<file path="src/rtl/seq_detector_param_if.sv">
// ---------------------------------------------------------------------------
// seq_detector_param_if
//   Groups the stream, configuration and status signals of
//   seq_detector_param. Clock and reset stay outside as plain ports.
//
//   Parameters: N (maximum pattern length), CNT_W (match counter width).
//   master : drives stream/config/clear, observes status (stimulus side)
//   slave  : the detector itself
//
//   input_sequence / in_valid : serial bit and its sample qualifier
//   cfg_we / cfg_pattern / cfg_len / cfg_overlap : configuration write
//   count_clr                 : synchronous match counter clear
//   detected / match_count / cfg_err : status outputs
// ---------------------------------------------------------------------------
interface seq_detector_param_if #(
    parameter int N     = 5,
    parameter int CNT_W = 8
);
    localparam int LEN_W = $clog2(N + 1);

    logic             input_sequence;
    logic             in_valid;
    logic             cfg_we;
    logic [N-1:0]     cfg_pattern;
    logic [LEN_W-1:0] cfg_len;
    logic             cfg_overlap;
    logic             count_clr;
    logic             detected;
    logic [CNT_W-1:0] match_count;
    logic             cfg_err;

    modport master (
        output input_sequence, in_valid, cfg_we, cfg_pattern, cfg_len,
               cfg_overlap, count_clr,
        input  detected, match_count, cfg_err
    );

    modport slave (
        input  input_sequence, in_valid, cfg_we, cfg_pattern, cfg_len,
               cfg_overlap, count_clr,
        output detected, match_count, cfg_err
    );
endinterface

</file>
<file path="src/rtl/seq_detector_param.sv">
// ---------------------------------------------------------------------------
// seq_detector_param
//   Serial pattern detector with a runtime-programmable pattern of 1..N bits,
//   overlapping or non-overlapping detection, a registered one-cycle
//   `detected` pulse and a saturating match counter. Out of reset the
//   pattern is N ones, overlapping.
//
//   Ports:
//     clk   : rising-edge clock
//     rst_n : asynchronous active-low reset
//     bus   : seq_detector_param_if.slave (stream, config, status)
// ---------------------------------------------------------------------------
module seq_detector_param #(
    parameter int N     = 5,
    parameter int CNT_W = 8
) (
    input  logic                 clk,
    input  logic                 rst_n,
    seq_detector_param_if.slave  bus
);
    localparam int LEN_W = $clog2(N + 1);

    logic [N-1:0]     hist;
    logic [LEN_W-1:0] fill;
    logic [N-1:0]     pat;
    logic [LEN_W-1:0] len;
    logic             ovl;
    logic             detected_r;
    logic [CNT_W-1:0] count_r;
    logic             cfg_err_r;

    logic             sample;
    logic             cfg_ok;
    logic [N-1:0]     hist_next;
    logic [LEN_W-1:0] fill_next;
    logic             match;

    // Ones in the low l bits: selects the part of the history being compared.
    function automatic logic [N-1:0] len_mask(input logic [LEN_W-1:0] l);
        logic [N-1:0] m;
        for (int i = 0; i < N; i++) begin
            m[i] = (i < int'(l));
        end
        return m;
    endfunction

    function automatic logic [CNT_W-1:0] sat_inc(input logic [CNT_W-1:0] v);
        return (&v) ? v : v + 1'b1;
    endfunction

    always_comb begin
        // A config write steals the edge: the bit is dropped, no match check.
        sample    = bus.in_valid && !bus.cfg_we;
        cfg_ok    = (bus.cfg_len != '0) && (bus.cfg_len <= LEN_W'(N));
        hist_next = {hist[N-2:0], bus.input_sequence};
        fill_next = (fill == LEN_W'(N)) ? fill : fill + 1'b1;
        match     = sample && (fill_next >= len) &&
                    (((hist_next ^ pat) & len_mask(len)) == '0);
    end

    always_ff @(posedge clk or negedge rst_n) begin
        if (!rst_n) begin
            hist       <= '0;
            fill       <= '0;
            pat        <= '1;
            len        <= LEN_W'(N);
            ovl        <= 1'b1;
            detected_r <= 1'b0;
            count_r    <= '0;
            cfg_err_r  <= 1'b0;
        end else if (bus.cfg_we) begin
            detected_r <= 1'b0;
            if (cfg_ok) begin
                pat       <= bus.cfg_pattern;
                len       <= bus.cfg_len;
                ovl       <= bus.cfg_overlap;
                hist      <= '0;
                fill      <= '0;
                count_r   <= '0;
                cfg_err_r <= 1'b0;
            end else begin
                cfg_err_r <= 1'b1;
            end
        end else begin
            cfg_err_r  <= 1'b0;
            detected_r <= match;
            if (sample) begin
                hist <= hist_next;
                // Non-overlapping mode forgets the matched bits by emptying
                // the fill level; the history itself is simply masked.
                fill <= (match && !ovl) ? '0 : fill_next;
            end
            if (bus.count_clr) begin
                count_r <= match ? CNT_W'(1) : '0;
            end else if (match) begin
                count_r <= sat_inc(count_r);
            end
        end
    end

    assign bus.detected    = detected_r;
    assign bus.match_count = count_r;
    assign bus.cfg_err     = cfg_err_r;

endmodule

</file>
<file path="src/flat_wrapper.sv">
// flat-port wrapper written by rule: the top's interface ports become plain ports
module seq_detector_param_flat 
#(
    parameter int N     = 5,
    parameter int CNT_W = 8
)
  (clk, rst_n, bus_input_sequence, bus_in_valid, bus_cfg_we, bus_cfg_pattern, bus_cfg_len, bus_cfg_overlap, bus_count_clr, bus_detected, bus_match_count, bus_cfg_err);
  seq_detector_param_if #(.N(N), .CNT_W(CNT_W)) bus_i ();
  input  logic clk;
  input  logic rst_n;
  input wire logic [$bits(bus_i.input_sequence)-1:0] bus_input_sequence;
  input wire logic [$bits(bus_i.in_valid)-1:0] bus_in_valid;
  input wire logic [$bits(bus_i.cfg_we)-1:0] bus_cfg_we;
  input wire logic [$bits(bus_i.cfg_pattern)-1:0] bus_cfg_pattern;
  input wire logic [$bits(bus_i.cfg_len)-1:0] bus_cfg_len;
  input wire logic [$bits(bus_i.cfg_overlap)-1:0] bus_cfg_overlap;
  input wire logic [$bits(bus_i.count_clr)-1:0] bus_count_clr;
  output wire logic [$bits(bus_i.detected)-1:0] bus_detected;
  output wire logic [$bits(bus_i.match_count)-1:0] bus_match_count;
  output wire logic [$bits(bus_i.cfg_err)-1:0] bus_cfg_err;
  assign bus_i.input_sequence = bus_input_sequence;
  assign bus_i.in_valid = bus_in_valid;
  assign bus_i.cfg_we = bus_cfg_we;
  assign bus_i.cfg_pattern = bus_cfg_pattern;
  assign bus_i.cfg_len = bus_cfg_len;
  assign bus_i.cfg_overlap = bus_cfg_overlap;
  assign bus_i.count_clr = bus_count_clr;
  assign bus_detected = bus_i.detected;
  assign bus_match_count = bus_i.match_count;
  assign bus_cfg_err = bus_i.cfg_err;
  seq_detector_param #(.N(N), .CNT_W(CNT_W)) u_core (.clk(clk), .rst_n(rst_n), .bus(bus_i));
endmodule
</file>
<file path="config.mk">
export PLATFORM = sky130hd
export DESIGN_NAME = seq_detector_param_flat
export DESIGN_NICKNAME = d
export VERILOG_FILES = /design/src/rtl/seq_detector_param_if.sv /design/src/rtl/seq_detector_param.sv /design/src/flat_wrapper.sv
export SDC_FILE = /design/constraint.sdc
export NUM_CORES = 1
export LEC_CHECK = 0
export ABC_AREA = 1
export BUFFER_PORTS_ARGS = -buffer_cell sky130_fd_sc_hd__buf_2
export CORE_ASPECT_RATIO = 1.1
export CORE_MARGIN = 2
export CORE_UTILIZATION = 25
export CTS_BUF_LIST = sky130_fd_sc_hd__clkbuf_4
export DETAILED_ROUTE_END_ITERATION = 16
export MAX_ROUTING_LAYER = met4
export PLACE_DENSITY = 0.44
export SETUP_SLACK_MARGIN = 0.15
export SYNTH_ARGS = -nofsm -noshare
export SYNTH_HDL_FRONTEND = slang
export SYNTH_SLANG_ARGS = --single-unit
</file>
<file path="constraint.sdc">
create_clock -name clk -period 4.9 [get_ports clk]
set_clock_uncertainty 0.05 [all_clocks]
set_input_delay 1.47 -clock clk [delete_from_list [all_inputs] [get_ports clk]]
set_output_delay 1.47 -clock clk [all_outputs]
set_load 0.02 [all_outputs]
</file>
==> results of run 1 <==
cells in the mapped netlist, drive strengths merged:
master,number,area [µm²]
nand2,64,265
inv,28,105
nor2,20,118
dfrtp,18,450
nand3,17,90.1
o21ai,10,50.1
dfstp,8,210
a21oi,7,35.0
ha,6,75.1
o22ai,5,31.3
nor3,4,20.0
xnor2,3,26.3
or2,2,12.5
and3,1,6.26
buf,1,7.51
mux2,1,11.3
nand3b,1,7.51
nand4,1,6.26
nor4,1,6.26
cell type report:
cell class	instances	area, µm²
Fill cell	650	4070
Multi-Input combinational cell	143	761
Sequential cell	26	661
Timing Repair Buffer	24	120
Inverter	28	105
Tap cell	77	96.3
Clock buffer	4	30.0
logic make-up after synthesis:
group,share of synthesized area [%]
and+or+nand+nor,34.7
AOI/OAI and AO/OA,7.59
buffers and inverters,7.34
xor gates and xnor gates,1.71
DFF,43.1
muxes,0.734
adders and majority gates,4.89
report_power, final:
part / internal, µW / switching, µW / leakage [µW]
registers: 243 / 18.0 / 0.000328
clock network: 37.4 / 67.8 / 0.0000184
logic: 58.9 / 97.4 / 0.000545
total: 340 / 183 / 0.000891
state kept, by name, summed over array words and instances (netlist names):
signal,cells
u_core.bus.match_count,8
u_core.pat,5
u_core.hist,4
u_core.fill,3
u_core.len,3
u_core.bus.cfg_err,1
u_core.bus.detected,1
u_core.ovl,1
worst max-delay path by stage:
stage | startpoint | endpoint | slack [ns]
2_1_floorplan | bus_cfg_len[2] | u_core.fill[1] | 2.49
3_3_place_gp | bus_cfg_len[2] | u_core.fill[1] | 2.10
3_5_place_dp | bus_cfg_len[2] | u_core.fill[1] | 2.06
4_1_cts | u_core.bus.match_count[5] | bus_match_count[5] | 2.35
5_1_grt | u_core.bus.match_count[5] | bus_match_count[5] | 2.30
6_report | u_core.bus.match_count[5] | bus_match_count[5] | 2.38
per-layer routing:
layer | track usage [%] | vias to the layer above | wire length (µm)
met5 | - | - | 0
li1 | - | 688 | -
met2 | 19.6 | 19 | 1640
met1 | 14.8 | 598 | 1700
met4 | 2.87 | 0 | 25
met3 | 2.42 | 2 | 114
per-stage QoR:
stage | worst slack [ns] | power, µW | area [µm²]
after CTS | 2.35 | 537 | 1770
final | 2.38 | 523 | 1770
after global placement | 2.10 | 426 | 1740
after global routing | 2.30 | 571 | 1770
after detailed placement | 2.06 | 426 | 1740
after floorplan | 2.49 | 379 | 1530
==> impl_metrics.toml, run 1 <==
[sta]
drv_slew = 0
finalSetupViolations = 0
hold_viol = 0
hold_ws_ns = 0.428
relSlewSlack_pct = 58.4
worstMarginPinSlew_ns = 0.623
rsz0062_at_grt = "no"
fin_crit_sh_pct = 51.5
post-route-min-period_ns = 2.52
max_freq_mhz = 396
setup_tns_ns = 0

[routing]
vias = 1307
ant_nets = 0
wire_per_inst_um = 11.5
initialDrtViolationCount = 45
drc = 0
wl_mm = 3.48
dr.pass1.iters = 4
vias_per_cell = 4.33

[place]
dpl.cell_count = 298
dpl.hpwl_mm = 2.68
globalplace.congestion = 0.817
port_buffers = 24

[logic_synthesis]
synth_seq_cells = 26
syn_inst = 198
syn_area_per_cell_um2 = 7.75
seq_area_frac_synth_pct = 43.1
synth_cell_type_count = 26
syn_area_um2 = 1530
yosys_warnings = 0
synth_nets = 219

[clock_network]
cts_root_buffer = "clkbuf_4"
clkTransAtPathRegs_ns = 0.15
clk_path_buf_depth = 2
postCtsHoldBufs = 0
cts_buffers = 3
post-cts-setup-buffers = 0
clk_latency_ns = 0.33
htree_levels = 1
cts_tree = "yes"
cts.sinks = 26
cts_resized = 0

[setup_path]
critPathArrivalTime_ns = 1.00
reg2reg_slack_ns = 2.69
end_kind = "primary output"
cp.buffers_inverters = 1
cp.required_ns = 3.38
cp_top_family = "flip-flops"
cp.depth = 1
critPathMaxFanout = 6
start_kind = "flop"
worstRegToRegCells = 13
r2r_start = "u_core.fill[0]"
slowest_stage = "dfrtp_1"
crit_type = "flop to primary output"
r2r-end = "u_core.bus.match_count[2]"
cp_cell_sequence = "buf_2"
max_stage_delay_ns = 0.47

[floorplan]
die_w_um = 78.7
coreArea_um2 = 5840
ios = 25
die_h_um = 86.2
start_util_pct = 26.3
fp-row-count = 29
dieArea_um2 = 6780

[hold_path]
hp-start = "u_core.ovl"
worstHoldPathType = "flop to flop"
min_to = "u_core.ovl"
worstHoldPathCells = 2

[global_route]
overflow = 0
track_usage_pct = 11.8
grt_pass1_vias = 1283
grt_max_degree = 27
grt_antenna_before_repair = 0
grt_first_pass_wirelength_mm = 6.09

[pwr]
leakagePower_uw = 0.000891
p_per_area_nw_per_um2 = 295
ir_drop_v = 0.000112

[finish]
postLayoutCoreUtil_pct = 30.3
final_layout_size_suffix_gt1_share_pct = 23.6
diodes = 0
area_growth_pct = 15.6
nNetsFinal = 247
final_common_cell = "nand2_1"
layout.cells.non_filler = 302
layout_common_cells = "58 x nand2_1, 27 x inv_1, 24 x buf_2"

[outcome]
outcome = "complete, no violations"

[run]
maxCapViolations = 0
Note: power is estimated with default switching activity, not from simulation.
==> inputs of run 2 (changes only) <==
--- a/config.mk
+++ b/config.mk
@@ -13,7 +13,7 @@
 export CTS_BUF_LIST = sky130_fd_sc_hd__clkbuf_4
 export DETAILED_ROUTE_END_ITERATION = 16
 export MAX_ROUTING_LAYER = met4
-export PLACE_DENSITY = 0.44
+export PLACE_DENSITY = 0.45
 export SETUP_SLACK_MARGIN = 0.15
 export SYNTH_ARGS = -nofsm -noshare
 export SYNTH_HDL_FRONTEND = slang
==> constraint.sdc (replaced) <==
create_clock -name clk -period 2.05 [get_ports clk]
set_clock_uncertainty 0.05 [all_clocks]
set_input_delay 0.615 -clock clk [delete_from_list [all_inputs] [get_ports clk]]
set_output_delay 0.615 -clock clk [all_outputs]
set_load 0.02 [all_outputs]
==> impl_metrics.toml, run 2 (synthesis gave the netlist of run 1 again) <==
[sta]
finalSetupViolations = 11
drv_slew = 0
hold_viol = 0
fin_crit_sh_pct = 104
max_freq_mhz = 470
layout_setup_ws_ns = -0.0757
setup_tns_ns = -0.646
post-route-min-period_ns = 2.13
relSlewSlack_pct = 59.6
worstMarginPinSlew_ns = 0.605
rsz0062_at_grt = "yes"

[outcome]
outcome = "finished with violations"
violations = "setup timing"

[clock_network]
cts_root_buffer = "clkbuf_4"
cts_buffers = 3
htree_levels = 1
clk_path_buf_depth = 2
cts.sinks = 26
clkTransAtPathRegs_ns = 0.14
cts_tree = "yes"
clk_latency_ns = 0.32

[place]
pre_cts_ws_ns = -0.0885
dpl.cell_count = 302
globalplace.congestion = 0.844
dpl.hpwl_mm = 2.77
port_buffers = 24

[finish]
layout_common_cells = "53 x nand2_1, 26 x inv_1, 24 x buf_2"
final_layout_size_suffix_gt1_share_pct = 33.2
area_growth_pct = 27.1
layout.cells.non_filler = 312
postLayoutCoreUtil_pct = 33.4
largest_reg_flops = 8
final_common_cell = "nand2_1"
nNetsFinal = 257
diodes = 0

[setup_path]
start_kind = "flop"
end_kind = "flop"
critPathArrivalTime_ns = 2.31
critPathMaxFanout = 8
worstRegToRegCells = 12
crit_type = "flop to flop"
cp.required_ns = 2.23

[floorplan]
die_h_um = 86.2
coreArea_um2 = 5840
fp-row-count = 29
dieArea_um2 = 6780
start_util_pct = 26.3
ios = 25
die_w_um = 78.7

[pwr]
p_per_area_nw_per_um2 = 734
leakagePower_uw = 0.000973
ir_drop_v = 0.000281

[run]
maxCapViolations = 0

[global_route]
track_usage_pct = 12.4
grt_max_degree = 27
grt_pass1_vias = 1454
grt_antenna_before_repair = 0
overflow = 0
grt_first_pass_wirelength_mm = 6.52

[routing]
drc = 0
wire_per_inst_um = 11.7
initialDrtViolationCount = 39
dr.pass1.iters = 4
wl_mm = 3.65
ant_nets = 0
vias = 1368
vias_per_cell = 4.38

[hold_path]
worstHoldPathType = "input port to asynchronous set/reset pin"
-- run 2: cell types whose count changed in the layout (fill, tap and decap cells not counted), sizes merged --
cell / change
buf: +9
nand2: +1
-- run 2: final cells by class --
cell class | instances | area [µm²]
Inverter | 28 | 105
Multi-Input combinational cell | 144 | 866
Timing Repair Buffer | 33 | 191
Sequential cell | 26 | 661
Tap cell | 77 | 96.3
Clock buffer | 4 | 30.0
Fill cell | 619 | 3890
-- run 2: final timing paths --
path	from	end	slack, ns
max in group asynchronous	rst_n	u_core.len[1]	1.33
min reg2reg	u_core.ovl	u_core.ovl	0.45
max reg2reg	u_core.fill[1]	u_core.bus.match_count[1]	-0.08
min in group clk	bus_cfg_overlap	u_core.ovl	0.43
max	u_core.fill[1]	u_core.bus.match_count[1]	-0.08
min	rst_n	u_core.bus.match_count[2]	0.23
-- run 2: worst max-delay path, stage by stage (launching register included) --
cell     delay (ns)
dfrtp_1        0.46
ha_2           0.21
xnor2_1        0.18
nand2_2        0.10
ha_4           0.28
and3_1         0.17
nor2_2         0.05
nor2_4         0.12
nand3_4        0.10
nand2_4        0.12
nand2_8        0.08
nand2_1        0.07
nand2_1        0.05
-- run 2: where the power goes --
part / leakage [µW] / internal [µW] / switching (µW)
combinational: 0.000627 / 259 / 294
clock: 0.0000184 / 89.3 / 154
sequential: 0.000328 / 582 / 51.1
total: 0.000973 / 930 / 500
-- run 2: what timing repair did --
item / CTS / global route
resized for setup: 9 / 12
setup endpoints to repair: 12 / 12
cloned: 1 / 0
pin swaps: 4 / 3
hold buffers: 0 / 0
buffers inserted: 2 / 3
-- run 2: metal layers --
layer	track usage (%)	vias to the layer above	wire, µm
li1	-	709	-
met1	15.4	632	1720
met2	20.4	21	1770
met3	1.89	6	101
met4	4.31	0	57
met5	-	-	0
-- run 2: per-stage QoR --
| step | area, µm² | total power [µW] | hold slack, ns |
|---|---|---|---|
| after floorplan | 1540 | 920 | 0.269 |
| after global placement | 1780 | 1050 | 0.421 |
| after detailed placement | 1780 | 1050 | 0.419 |
| after CTS | 1890 | 1390 | 0.246 |
| after global routing | 1950 | 1550 | 0.261 |
| final | 1950 | 1430 | 0.230 |
